### src/rtl/axi_tdd_ng_pkg.sv
// Shared types and constants for the TDD sync monitor.
// Provides the monitor state encoding and the default counter width.
package axi_tdd_ng_pkg;

  localparam int SYNC_COUNT_WIDTH_DEF = 64;

  typedef enum logic [1:0] {
    IDLE       = 2'd0,
    WAIT_FIRST = 2'd1,
    ACQUIRE    = 2'd2,
    LOCKED     = 2'd3
  } sync_state_t;

endpackage

### src/rtl/axi_tdd_ng_sync_win.sv
// Combinational sync window compare on the interval count.
// In: cnt, period, tol. Out: in_window, early, timeout.
import axi_tdd_ng_pkg::*;

module axi_tdd_ng_sync_win #(
  parameter int W = SYNC_COUNT_WIDTH_DEF
) (
  input  logic [W-1:0] cnt,
  input  logic [W-1:0] period,
  input  logic [W-1:0] tol,
  output logic         in_window,
  output logic         early,
  output logic         timeout
);

  logic [W:0] c1;
  logic [W:0] p1;
  logic [W:0] t1;
  logic [W:0] lo;
  logic [W:0] hi;

  // One extra bit so P+T and the timeout point never wrap.
  always_comb begin
    c1 = {1'b0, cnt};
    p1 = {1'b0, period};
    t1 = {1'b0, tol};
    lo = (t1 >= p1) ? (W+1)'(1) : (p1 - t1);
    hi = p1 + t1;
    in_window = (c1 >= lo) && (c1 <= hi);
    early     = (c1 < lo);
    timeout   = (c1 == hi + (W+1)'(1));
  end

endmodule

### src/rtl/axi_tdd_ng_sync_mon.sv
// Qualifies an incoming frame-sync train, acquires/holds lock, flywheels.
// Ports: clk/resetn, sync_in, enable/rearm/period/tol in; sync/status out.
import axi_tdd_ng_pkg::*;

module axi_tdd_ng_sync_mon #(
  parameter int SYNC_COUNT_WIDTH = SYNC_COUNT_WIDTH_DEF,
  parameter int LOCK_COUNT       = 4,
  parameter int LOSS_COUNT       = 2,
  parameter int ERR_CNT_WIDTH    = 16
) (
  input  logic                        clk,
  input  logic                        resetn,
  input  logic                        sync_in,
  input  logic                        tdd_enable,
  input  logic                        tdd_sync_rearm,
  input  logic [SYNC_COUNT_WIDTH-1:0] tdd_sync_period,
  input  logic [SYNC_COUNT_WIDTH-1:0] tdd_sync_tolerance,
  output logic                        sync_out,
  output logic                        sync_locked,
  output logic [SYNC_COUNT_WIDTH-1:0] sync_period_meas,
  output logic                        sync_err_early,
  output logic                        sync_err_late,
  output logic [ERR_CNT_WIDTH-1:0]    sync_err_count
);

  localparam int W  = SYNC_COUNT_WIDTH;
  localparam int GW = $clog2(LOCK_COUNT + 1);
  localparam int BW = $clog2(LOSS_COUNT + 1);

  sync_state_t   state;
  sync_state_t   state_n;
  logic          sync_in_d;
  logic          ev;
  logic [W-1:0]  cnt;
  logic [W-1:0]  cnt_n;
  logic [W-1:0]  cnt_inc;
  logic [GW-1:0] good;
  logic [GW-1:0] good_n;
  logic [BW-1:0] bad;
  logic [BW-1:0] bad_n;
  logic [W-1:0]  meas_n;
  logic          out_n;
  logic          early_n;
  logic          late_n;
  logic          clr_err;
  logic          in_window;
  logic          early;
  logic          timeout;
  logic          bad_hit;

  assign ev      = sync_in & ~sync_in_d;
  assign cnt_inc = (&cnt) ? cnt : cnt + 1'b1;

  axi_tdd_ng_sync_win #(
    .W (W)
  ) u_win (
    .cnt       (cnt),
    .period    (tdd_sync_period),
    .tol       (tdd_sync_tolerance),
    .in_window (in_window),
    .early     (early),
    .timeout   (timeout)
  );

  always_comb begin
    state_n = state;
    cnt_n   = cnt_inc;
    good_n  = good;
    bad_n   = bad;
    meas_n  = sync_period_meas;
    out_n   = 1'b0;
    early_n = 1'b0;
    late_n  = 1'b0;
    clr_err = 1'b0;
    bad_hit = 1'b0;
    if (!tdd_enable) begin
      state_n = IDLE;
      cnt_n   = '0;
      good_n  = '0;
      bad_n   = '0;
      clr_err = 1'b1;
    end else if (tdd_sync_rearm) begin
      // A rearm in IDLE just clears; the P>=2 gate still applies.
      state_n = (state == IDLE) ? IDLE : WAIT_FIRST;
      cnt_n   = '0;
      good_n  = '0;
      bad_n   = '0;
      clr_err = 1'b1;
    end else begin
      unique case (state)
        IDLE: begin
          cnt_n  = '0;
          good_n = '0;
          bad_n  = '0;
          if (tdd_sync_period >= W'(2))
            state_n = WAIT_FIRST;
        end
        WAIT_FIRST: begin
          if (ev) begin
            cnt_n   = W'(1);
            good_n  = '0;
            state_n = ACQUIRE;
          end
        end
        ACQUIRE: begin
          if (timeout) begin
            late_n  = 1'b1;
            good_n  = '0;
            state_n = WAIT_FIRST;
          end else if (ev && in_window) begin
            cnt_n  = W'(1);
            meas_n = cnt;
            good_n = good + 1'b1;
            if (good == GW'(LOCK_COUNT - 1)) begin
              state_n = LOCKED;
              out_n   = 1'b1;
              bad_n   = '0;
            end
          end else if (ev && early) begin
            early_n = 1'b1;
            good_n  = '0;
            cnt_n   = W'(1);
          end
        end
        LOCKED: begin
          if (timeout) begin
            // Realign to where the missed nominal edge would have been.
            out_n   = 1'b1;
            late_n  = 1'b1;
            cnt_n   = tdd_sync_tolerance + W'(2);
            bad_hit = 1'b1;
          end else if (ev && in_window) begin
            out_n  = 1'b1;
            meas_n = cnt;
            cnt_n  = W'(1);
            bad_n  = '0;
          end else if (ev && early) begin
            early_n = 1'b1;
            bad_hit = 1'b1;
          end
          if (bad_hit) begin
            if (bad == BW'(LOSS_COUNT - 1)) begin
              state_n = WAIT_FIRST;
              good_n  = '0;
              bad_n   = '0;
            end else begin
              bad_n = bad + 1'b1;
            end
          end
        end
      endcase
    end
  end

  always_ff @(posedge clk or negedge resetn) begin
    if (!resetn) begin
      state            <= IDLE;
      sync_in_d        <= 1'b0;
      cnt              <= '0;
      good             <= '0;
      bad              <= '0;
      sync_out         <= 1'b0;
      sync_locked      <= 1'b0;
      sync_period_meas <= '0;
      sync_err_early   <= 1'b0;
      sync_err_late    <= 1'b0;
      sync_err_count   <= '0;
    end else begin
      state            <= state_n;
      sync_in_d        <= sync_in;
      cnt              <= cnt_n;
      good             <= good_n;
      bad              <= bad_n;
      sync_out         <= out_n;
      sync_locked      <= (state_n == LOCKED);
      sync_period_meas <= meas_n;
      sync_err_early   <= early_n;
      sync_err_late    <= late_n;
      if (clr_err)
        sync_err_count <= '0;
      else if ((early_n || late_n) && !(&sync_err_count))
        sync_err_count <= sync_err_count + 1'b1;
    end
  end

endmodule

### config.mk
export PLATFORM = sky130hd
export DESIGN_NAME = axi_tdd_ng_sync_mon
export DESIGN_NICKNAME = d
export VERILOG_FILES = /design/src/rtl/axi_tdd_ng_pkg.sv /design/src/rtl/axi_tdd_ng_sync_win.sv /design/src/rtl/axi_tdd_ng_sync_mon.sv
export SDC_FILE = /design/constraint.sdc
export NUM_CORES = 1
export LEC_CHECK = 0
export CAP_MARGIN = 0
export CORE_ASPECT_RATIO = 1.1
export CORE_UTILIZATION = 34
export DETAILED_ROUTE_END_ITERATION = 8
export GPL_ROUTABILITY_DRIVEN = 0
export PLACE_DENSITY_LB_ADDON = 0.3
export SETUP_SLACK_MARGIN = 0.15
export SLEW_MARGIN = 15
export SYNTH_ARGS = -nofsm -noshare
export SYNTH_HDL_FRONTEND = slang
export SYNTH_SLANG_ARGS = --single-unit
### constraint.sdc
create_clock -name clk -period 5.6 [get_ports clk]
set_clock_uncertainty 0.05 [all_clocks]
set_input_delay 0.84 -clock clk [delete_from_list [all_inputs] [get_ports clk]]
set_output_delay 0.84 -clock clk [all_outputs]
set_load 0.05 [all_outputs]
[After elaboration in Yosys (flattened, before gate mapping)]
Index checks and enable logic that the tools add are counted.
Storage, ports and cells
  register bits: 156
  input port bits: 133
  output and inout bits: 84
Cells by class
  add/subtract/negate cells: 8
  order comparisons: 5
  eq/ne operators: 17
  multiplexer cells: 67
  bitwise operators: 4
  reductions and logical operators: 14
Operators by type and width (count)
  64-bit 2-to-1 mux: 9
  64-bit case mux with 4 select lines: 1
  64-bit by 64-bit adder with 65-bit output: 1
  65-bit by 1-bit adder with 65-bit output, second input constant: 1
  64-bit by 65-bit == test with 1-bit output: 1
  64-bit by 65-bit greater-or-equal comparator with 1-bit output: 1
  64-bit by 65-bit less-or-equal comparator with 1-bit output: 1
  64-bit by 65-bit < comparator with 1-bit output: 1
  65-bit 2-to-1 mux: 1
  64-bit by 64-bit subtractor with 65-bit output: 1
  64-bit by 1-bit adder with 64-bit output, second input constant: 1
  64-bit by 2-bit adder with 64-bit output, second input constant: 1
  64-bit by 2-bit greater-or-equal comparator with 1-bit output, second input constant: 1
  64-bit greater-or-equal comparator: 1
  64-bit AND reduction: 1
  2-bit 2-to-1 mux: 18
  16-bit 2-to-1 mux: 2
  1-bit 2-to-1 mux: 24
  3-bit 2-to-1 mux: 8
  4-bit inequality test, second input constant: 6
  16-bit by 1-bit adder with 16-bit output, second input constant: 1
  16-bit AND reduction: 1
  3-bit case mux with 4 select lines: 1
  5-bit inequality test, second input constant: 2
  21 further kinds: 29

[Longest topological paths before layout]
Gate-level depths: netlist of run 1.
  depth after elaboration: 15
  depth in mapped cells: 41
  gate-level depth less buffers: 38

[By module]
A second synthesis of run 1 with hierarchy kept.
Unflattened totals
  cell total of the unflattened synthesis: 3051
  area, all modules: 23468.8 um2
Modules (own cells, without submodules)
  axi_tdd_ng_sync_win: instances 1, cells each 2028, area an instance 13863.3 um2
  axi_tdd_ng_sync_mon: instances 1, cells each 1023, area an instance 9605.5 um2

[Least setup slack after synthesis of run 1]
No wires, ideal clock.
  path type: in2reg
  start point: input port tdd_sync_tolerance[15]
  end point: register cnt[22]
  library setup time: 0.083 ns
  arrival time: 7.513 ns
  required time: 5.467 ns
  slack: -2.046 ns
  cell stages on the path: 38
  path through: inv_1 -> ha_1 -> clkbuf_1 -> nand4_1 -> a211oi_1 -> o311a_1 -> nor2_1 -> o311ai_0 -> nand3_1 -> a21oi_1 -> nand2b_1 -> a31oi_1 -> nor3b_1 -> or2_2 -> a2bb2oi_1 -> clkbuf_1 -> nand2_1 -> ha_1 -> (+2 left out) -> o21a_1 -> o21a_1 -> o21a_1 -> o21a_1 -> o21ai_0 -> a41o_1 -> a21oi_1 -> a211o_1 -> nor2_1 -> a21oi_1 -> nand2_1 -> nor2_1 -> o22ai_1 -> o21ai_0 -> a211o_1 -> buf_6 -> buf_4 -> o22ai_1
Between the ends
  longest elaborated chain between the ends: 10
RTL lines
  start: declaration: line axi_tdd_ng_sync_mon.sv:17  | input logic [SYNC_COUNT_WIDTH-1:0] tdd_sync_tolerance,
  branches (longest 7 deep; another with 64-bit by 64-bit adder with 65-bit output)
  64-bit case mux with 4 select lines *: line axi_tdd_ng_sync_mon.sv:90  | unique case (state)
  64-bit 2-to-1 mux *: line axi_tdd_ng_sync_mon.sv:82  | end else if (tdd_sync_rearm) begin
  64-bit 2-to-1 mux *: line axi_tdd_ng_sync_mon.sv:76  | if (!tdd_enable) begin
  net cnt_n[22]: line axi_tdd_ng_sync_mon.sv:35  | logic [W-1:0] cnt_n;
  end signal: assignment: line axi_tdd_ng_sync_mon.sv:171  | cnt <= cnt_n;
  end: declaration: line axi_tdd_ng_sync_mon.sv:34  | logic [W-1:0] cnt;
Mark *: on every way through the listed nets, which the timed path passes.
A chain may end at the register's enable or synchronous reset.

[Worst setup path in the final report of run 1]
  start point: input port tdd_sync_tolerance[16]
  end point: register cnt[63]
Same word-level chain as after synthesis.

==> flow_metrics.py, run 1 <==
metrics = {
    "floorplanning": {
        "ports": 217,
        "die_area_sq_um": 70500,
        "design.core.area_sq_um": 68200,
        "cell_row_count": 100,
        "initial_core_util_pct": 34.6,
        "chipWidth_um": 253,
        "die_height_um": 278,
    },
    "yosys": {
        "synth_top_family_by_area": "simple AND/OR/NAND/NOR gates",
        "synth-main-ff-cell": "sky130_fd_sc_hd__dfrtp_1",
        "synth_area_sq_um": 23600,
        "async_flop_share_pct": 100,
        "yosys.area_share.adder_pct": 14.3,
        "synth-warning-count": 0,
        "synth_enable_flop_cells": 0,
        "synth-xor-area-share_pct": 11.0,
        "synth_compound_gate_area_share_pct": 23.0,
        "unique_masters_post_synth": 110,
        "synth_seq_cells": 156,
        "synth_simple_gate_area_share_pct": 25.9,
        "post_synth_inst_count": 3091,
        "synth_fp_nets": 3492,
        "syn_area_per_cell_sq_um": 7.64,
        "synth.mux.area_fraction_pct": 3.85,
        "yosysSeqAreaShare_pct": 16.5,
    },
    "sta": {
        "post-route-worst-setup-slack_ns": -1.73,
        "setup_viol": 155,
        "final_max_slew_viol_count": 0,
        "max_freq_mhz": 136,
        "final.period_utilization_pct": 131,
        "slew_headroom_pct": 37.1,
        "timing_worst_slew_pin_value_ns": 0.935,
        "fin_worst_hold_slack_ns": 0.293,
        "final_hold_viol_count": 0,
        "finalWorstPathRequiredPeriod_ns": 7.33,
        "rsz_0062_raised_after_global_routing": "true",
    },
    "global_route": {
        "grt_pass1_wl_mm": 162,
        "grt_antenna_before_repair": 0,
        "number_of_global_route_vias_before_repair": 28500,
        "grt_remaining_overflow": 0,
        "pin_count_of_the_biggest_net_entering_global_routing": 80,
        "globalRouteTotalUtil_pct": 29.7,
    },
    "worst_setup_path": {
        "setup_crit_end": "cnt[63]",
        "end_kind": "register",
        "cp_slowest_stage_delay_ns": 0.36,
        "worst_r2r_path_depth": 21,
        "setup.worst_path.start": "tdd_sync_tolerance[16]",
        "worstSetupPathType": "input port to register",
        "regToRegEndpoint": "sync_period_meas[29]",
        "crit_slowest_cell": "sky130_fd_sc_hd__a211o_2",
        "crit_fanout": 6,
        "crit_arrival_ns": 7.72,
        "beginning_of_the_worst_register_to_register_path": "cnt[0]",
        "critPathLaunchType": "input port",
        "cp.required_ns": 5.99,
        "timing.reg2reg.setup_slack_ns": 0.39,
    },
    "place": {
        "dp_slack_ns": -2.83,
        "dp_hpwl_mm": 85.2,
        "port_buffers": 216,
    },
    "clock_tree": {
        "clkSinkCount": 156,
        "tritoncts": "done",
        "clk_path_buf_depth": 2,
        "cts.reportedPaths.clkPinSlew_ns": 0.08,
        "cts_made_buffers": 17,
        "htree_levels": 4,
        "clkLatencyLatePin_ns": 0.52,
        "clockRootBuffer": "sky130_fd_sc_hd__clkbuf_16",
        "cts_hold_buffers": 0,
    },
    "detailed_routing": {
        "routed_vias_inst": 5.53,
        "final_antenna_net_count": 0,
        "drt_pre_antenna_iters": 7,
        "drcViolationCount": 0,
        "route.vias.total": 29100,
        "detailedRoute.firstIterationViolations": 2315,
        "finalWirelength_mm": 107,
        "avgRoutedWirePerCell_um": 20.4,
    },
    "layout": {
        "post_route_cells_drive_above_1_share_pct": 34.5,
        "final_nets": 4727,
        "layout_area_growth_over_synthesis_pct": 59.5,
    },
    "pwr": {
        "power.leakage_uw": 0.0173,
        "power_per_cell_area_nw_per_um2": 153,
        "ir_drop_mv": 0.275,
    },
    "run_status": {
        "status": "complete, but fails checks",
        "violations": "negative setup slack",
    },
    "job": {
        "cap_violations": 0,
    },
    "worst_hold_path": {
        "min_path_type": "input port to asynchronous set/reset pin",
    },
}
through the flow:
step	util, %	cell area [sq um]	TNS [ns]	power (uW)	std cells
global route	55.2	37600	-280.86	6070	5257
finish	55.2	37600	-243.80	5760	5258
global placement	51.0	34800	-406.70	4270	5162
detailed placement	51.0	34800	-421.95	4300	5162
floorplan	-	24000	-149.50	2710	3091
CTS	54.1	36900	-227.16	5680	5240
worst min path at each step:
stage	startpoint	end	slack (ns)
floorplan	bad[1]	bad[1]	0.43
detailed placement	sync_period_meas[41]	sync_period_meas[41]	0.42
global placement	sync_period_meas[2]	sync_period_meas[2]	0.42
finish	resetn	sync_period_meas[30]	0.29
global route	resetn	sync_period_meas[30]	0.36
CTS	resetn	sync_period_meas[30]	0.34
routing by layer:
layer  vias up  global-route usage [%]  routed length (um)
li1      13900                       -                   -
met3       211                    3.90                6200
met1     14000                    37.6               45800
met4         0                    13.3                5340
met5         -                       0                   0
met2       977                    49.8               50000
report_power, final:
| part | internal [uW] | switching, uW |
|---|---|---|
| logic | 1640 | 1690 |
| registers | 1130 | 1.45 |
| clock network | 637 | 662 |
flip-flops by register name, indices dropped and copies added (netlist names):
signal	cells
cnt	64
sync_period_meas	64
sync_err_count	16
good	3
bad	2
state	2
sync_err_early	1
sync_err_late	1
sync_in_d	1
sync_locked	1
sync_out	1
critical path: cells and delay by family:
family | cells | cell delay [ns]
compound gates | 20 | 3.84
fa+ha+maj | 2 | 0.57
simple gates | 10 | 1.33
buf+inv | 8 | 1.13
cell usage in the layout, fill, tap and decap left out, types with 21 or more instances in the layout:
cell type                         instances
sky130_fd_sc_hd__a211oi_1                32
sky130_fd_sc_hd__a21o_1                  81
sky130_fd_sc_hd__a21oi_1                196
sky130_fd_sc_hd__a31oi_1                 26
sky130_fd_sc_hd__and2_1                  27
sky130_fd_sc_hd__and3_1                  38
sky130_fd_sc_hd__buf_12                  23
sky130_fd_sc_hd__buf_4                 1076
sky130_fd_sc_hd__clkbuf_16               21
sky130_fd_sc_hd__clkdlybuf4s50_1        170
sky130_fd_sc_hd__dfrtp_1                156
sky130_fd_sc_hd__dlygate4sd2_1           28
sky130_fd_sc_hd__ha_1                   241
sky130_fd_sc_hd__ha_4                    21
sky130_fd_sc_hd__inv_1                  162
sky130_fd_sc_hd__inv_2                   21
sky130_fd_sc_hd__mux2_4                  62
sky130_fd_sc_hd__nand2_1                228
sky130_fd_sc_hd__nand2b_1                37
sky130_fd_sc_hd__nand3_1                120
sky130_fd_sc_hd__nand4_1                102
sky130_fd_sc_hd__nor2_1                 207
sky130_fd_sc_hd__nor2b_1                 39
sky130_fd_sc_hd__nor3_1                 113
sky130_fd_sc_hd__nor4_1                  69
sky130_fd_sc_hd__o211ai_1                34
sky130_fd_sc_hd__o21a_1                  26
sky130_fd_sc_hd__o21ai_0                 93
sky130_fd_sc_hd__o21bai_1                41
sky130_fd_sc_hd__o22ai_2                 47
sky130_fd_sc_hd__o31ai_1                 34
sky130_fd_sc_hd__xnor2_1                212
sky130_fd_sc_hd__xor2_1                  69
cell usage after synthesis, types with 41 or more instances:
library cell               instances  share of area (%)
sky130_fd_sc_hd__nor2_1          219                3.5
sky130_fd_sc_hd__o22ai_1          68                1.8
sky130_fd_sc_hd__mux2_1           61                2.9
sky130_fd_sc_hd__nand4_1         102                2.7
sky130_fd_sc_hd__ha_1            266                 14
sky130_fd_sc_hd__a21o_1           81                2.6
sky130_fd_sc_hd__nor4_1           76                2.0
sky130_fd_sc_hd__nor3_1          115                2.4
sky130_fd_sc_hd__nor2b_1          41                1.1
sky130_fd_sc_hd__dfrtp_1         156                 17
sky130_fd_sc_hd__nand2_1         232                3.7
sky130_fd_sc_hd__o21bai_1         42                1.3
sky130_fd_sc_hd__nand3_1         124                2.6
sky130_fd_sc_hd__a21oi_1         213                4.5
sky130_fd_sc_hd__xor2_1           69                2.6
sky130_fd_sc_hd__clkbuf_1         97                1.5
sky130_fd_sc_hd__xnor2_1         215                8.0
sky130_fd_sc_hd__inv_1           180                2.9
sky130_fd_sc_hd__o21ai_0         106                2.2
cell type report:
class,count,area [sq um]
Fill cell,6361,30600
Multi-Input combinational cell,2611,19800
Timing Repair Buffer,1350,11400
Sequential cell,156,3900
Tap cell,918,1150
Inverter,190,738
Clock buffer,18,429
Clock inverter,14,174
Antenna cell,1,2.50
kinds of logic after synthesis:
family / Yosys count
buf+inv: 325
xor+xnor: 289
simple gates: 1154
fa+ha+maj: 268
mux: 82
flops: 156
compound gates: 817
what timing repair did:
action	in CTS	in global routing
setup buffers	30	12
resized for setup	230	119
gates cloned	16	5
endpoints found under the setup margin	155	155
pin swaps	46	84
Note: power is estimated with default switching activity, not from simulation.
==> run 2: changes to the inputs <==
--- a/config.mk
+++ b/config.mk
@@ -10,7 +10,6 @@
 export CORE_UTILIZATION = 34
 export DETAILED_ROUTE_END_ITERATION = 8
 export GPL_ROUTABILITY_DRIVEN = 0
-export PLACE_DENSITY_LB_ADDON = 0.3
 export SETUP_SLACK_MARGIN = 0.15
 export SLEW_MARGIN = 15
 export SYNTH_ARGS = -nofsm -noshare
==> run 2 against run 1 <==
Compared with the run above:
- the flow still finishes with violations (negative setup slack)
- core utilization up 0.69 points
- critical path depth up 3
- register-to-register slack better by 0.13 ns
==> flow_metrics.py, run 2 (same netlist as run 1, synthesis figures left out) <==
metrics = {
    "run_status": {
        "status": "complete, but fails checks",
        "violations": "negative setup slack",
    },
    "place": {
        "placed_instances": 5123,
        "dp_slack_ns": -3.05,
        "dp_hpwl_mm": 85.8,
        "port_buffers": 216,
    },
    "detailed_routing": {
        "route.vias.total": 29000,
        "avgRoutedWirePerCell_um": 20.9,
        "detailedRoute.firstIterationViolations": 2223,
        "finalWirelength_mm": 109,
        "final_antenna_net_count": 0,
        "drt_pre_antenna_iters": 6,
        "drcViolationCount": 0,
        "routed_vias_inst": 5.53,
    },
    "worst_setup_path": {
        "end_kind": "register",
        "cp.required_ns": 5.96,
        "critPathLaunchType": "input port",
        "crit_arrival_ns": 7.61,
        "worstSetupPathType": "input port to register",
        "crit_fanout": 6,
        "cp_slowest_stage_delay_ns": 0.36,
        "worst_r2r_path_depth": 17,
        "crit_slowest_cell": "sky130_fd_sc_hd__a211o_4",
    },
    "layout": {
        "insertedDiodeCount": 0,
        "post_route_cells_drive_above_1_share_pct": 35.9,
        "layout_area_growth_over_synthesis_pct": 61.5,
        "fillCellCount": 6258,
        "largestRegisters": "cnt (64), sync_period_meas (64), sync_err_count (16)",
        "layout.cells.most_common_list": "sky130_fd_sc_hd__buf_4 (1037), sky130_fd_sc_hd__ha_1 (236), sky130_fd_sc_hd__nand2_1 (220)",
        "final_nets": 4707,
        "combined_area_of_the_multi_input_logic_cells_sq_um": 20400,
        "layout.cells.most_common": "sky130_fd_sc_hd__buf_4",
        "register_area_sq_um": 3900,
        "layout.cells.non_filler": 5237,
    },
    "floorplanning": {
        "die_area_sq_um": 70500,
        "chipWidth_um": 253,
        "initial_core_util_pct": 34.6,
        "design.core.area_sq_um": 68200,
        "ports": 217,
        "die_height_um": 278,
        "cell_row_count": 100,
    },
    "clock_tree": {
        "clockRootBuffer": "sky130_fd_sc_hd__clkbuf_16",
        "cts_hold_buffers": 0,
        "clk_path_buf_depth": 2,
        "cts.reportedPaths.clkPinSlew_ns": 0.07,
        "cts_made_buffers": 17,
        "tritoncts": "done",
        "clkLatencyLatePin_ns": 0.52,
        "clkSinkCount": 156,
        "htree_levels": 4,
    },
    "job": {
        "cap_violations": 0,
    },
    "global_route": {
        "number_of_global_route_vias_before_repair": 28900,
        "pin_count_of_the_biggest_net_entering_global_routing": 93,
        "grt_pass1_wl_mm": 166,
        "globalRouteTotalUtil_pct": 30.5,
        "grt_antenna_before_repair": 2,
        "grt_remaining_overflow": 0,
    },
    "sta": {
        "final_hold_viol_count": 0,
        "setup_viol": 155,
        "finalWorstPathRequiredPeriod_ns": 7.24,
        "post-route-worst-setup-slack_ns": -1.64,
        "final_max_slew_viol_count": 0,
        "timing_worst_slew_pin_value_ns": 1.07,
        "slew_headroom_pct": 28.1,
        "max_freq_mhz": 138,
        "rsz_0062_raised_after_global_routing": "true",
        "final.period_utilization_pct": 129,
    },
    "pwr": {
        "power.leakage_uw": 0.0174,
        "sequential_cell_fraction_of_total_power_pct": 19.2,
        "combinationalPowerShare_pct": 58.2,
        "p_int_uw": 3500,
        "power_frac_clock_pct": 22.6,
        "net-switching-power_uw": 2380,
        "power_per_cell_area_nw_per_um2": 154,
        "ir_drop_mv": 0.247,
        "p_sw_share_pct": 40.5,
    },
    "worst_hold_path": {
        "min_path_type": "input port to asynchronous set/reset pin",
    },
}
-- run 2: path summary, 6_finish.rpt --
check	startpoint	endpoint	slack, ns
min	resetn	sync_period_meas[28]	0.25
max reg2reg	cnt[0]	cnt[28]	0.52
min in group clk	sync_period_meas[23]	sync_period_meas[23]	0.46
max in group asynchronous	resetn	sync_in_d	4.23
min reg2reg	sync_period_meas[23]	sync_period_meas[23]	0.46
max	tdd_sync_tolerance[1]	cnt[28]	-1.64
-- run 2: what timing repair did --
item                                    CTS  global route
cloned                                   19             3
setup buffers                            52             8
endpoints found under the setup margin  155           155
gates resized for setup                 339           128
pin swaps                               106            59
-- run 2: final cells by class --
class / count / area share [%]
inverters: 190 / 1.93
clock inverters: 14 / 0.512
multi-input cells: 2611 / 53.5
well taps: 918 / 3.01
repair buffers: 1330 / 29.7
clock buffers: 18 / 1.15
flip-flops and latches: 156 / 10.2
-- run 2: per-layer routing --
metal / part of all wire (%) / vias up / global-route usage, %
li1: - / 13900 / -
met1: 42 / 13900 / 37.8
met2: 47 / 1008 / 51.6
met3: 6.2 / 227 / 4.79
met4: 5.0 / 0 / 13.9
met5: 0 / - / 0
-- run 2: power groups by stage --
stage          combinational, uW  clock [uW]  sequential, uW
3_3_place_gp                3080           0            1150
4_1_cts                     3300        1360            1130
3_5_place_dp                3110           0            1150
2_1_floorplan               1560           0            1150
6_report                    3420        1330            1130
5_1_grt                     3680        1390            1130
-- run 2: worst max-delay path, delay by kind of cell --
kind	cells	cell delay [ns]
buffers and inverters	9	1.03
AOI/OAI and AO/OA	21	3.92
adders and majority gates	2	0.41
and+or+nand+nor	11	1.36
-- run 2: metrics by stage --
stage / TNS, ns / total power [uW] / area (sq um) / util [%] / hold slack [ns]
finish: -231.74 / 5880 / 38100 / 55.9 / 0.255
global route: -261.99 / 6200 / 38100 / 55.9 / 0.311
CTS: -211.66 / 5790 / 37400 / 54.8 / 0.272
detailed placement: -439.86 / 4260 / 34500 / 50.5 / 0.425
global placement: -419.91 / 4230 / 34500 / 50.5 / 0.417
floorplan: -149.50 / 2710 / 24000 / - / 0.427
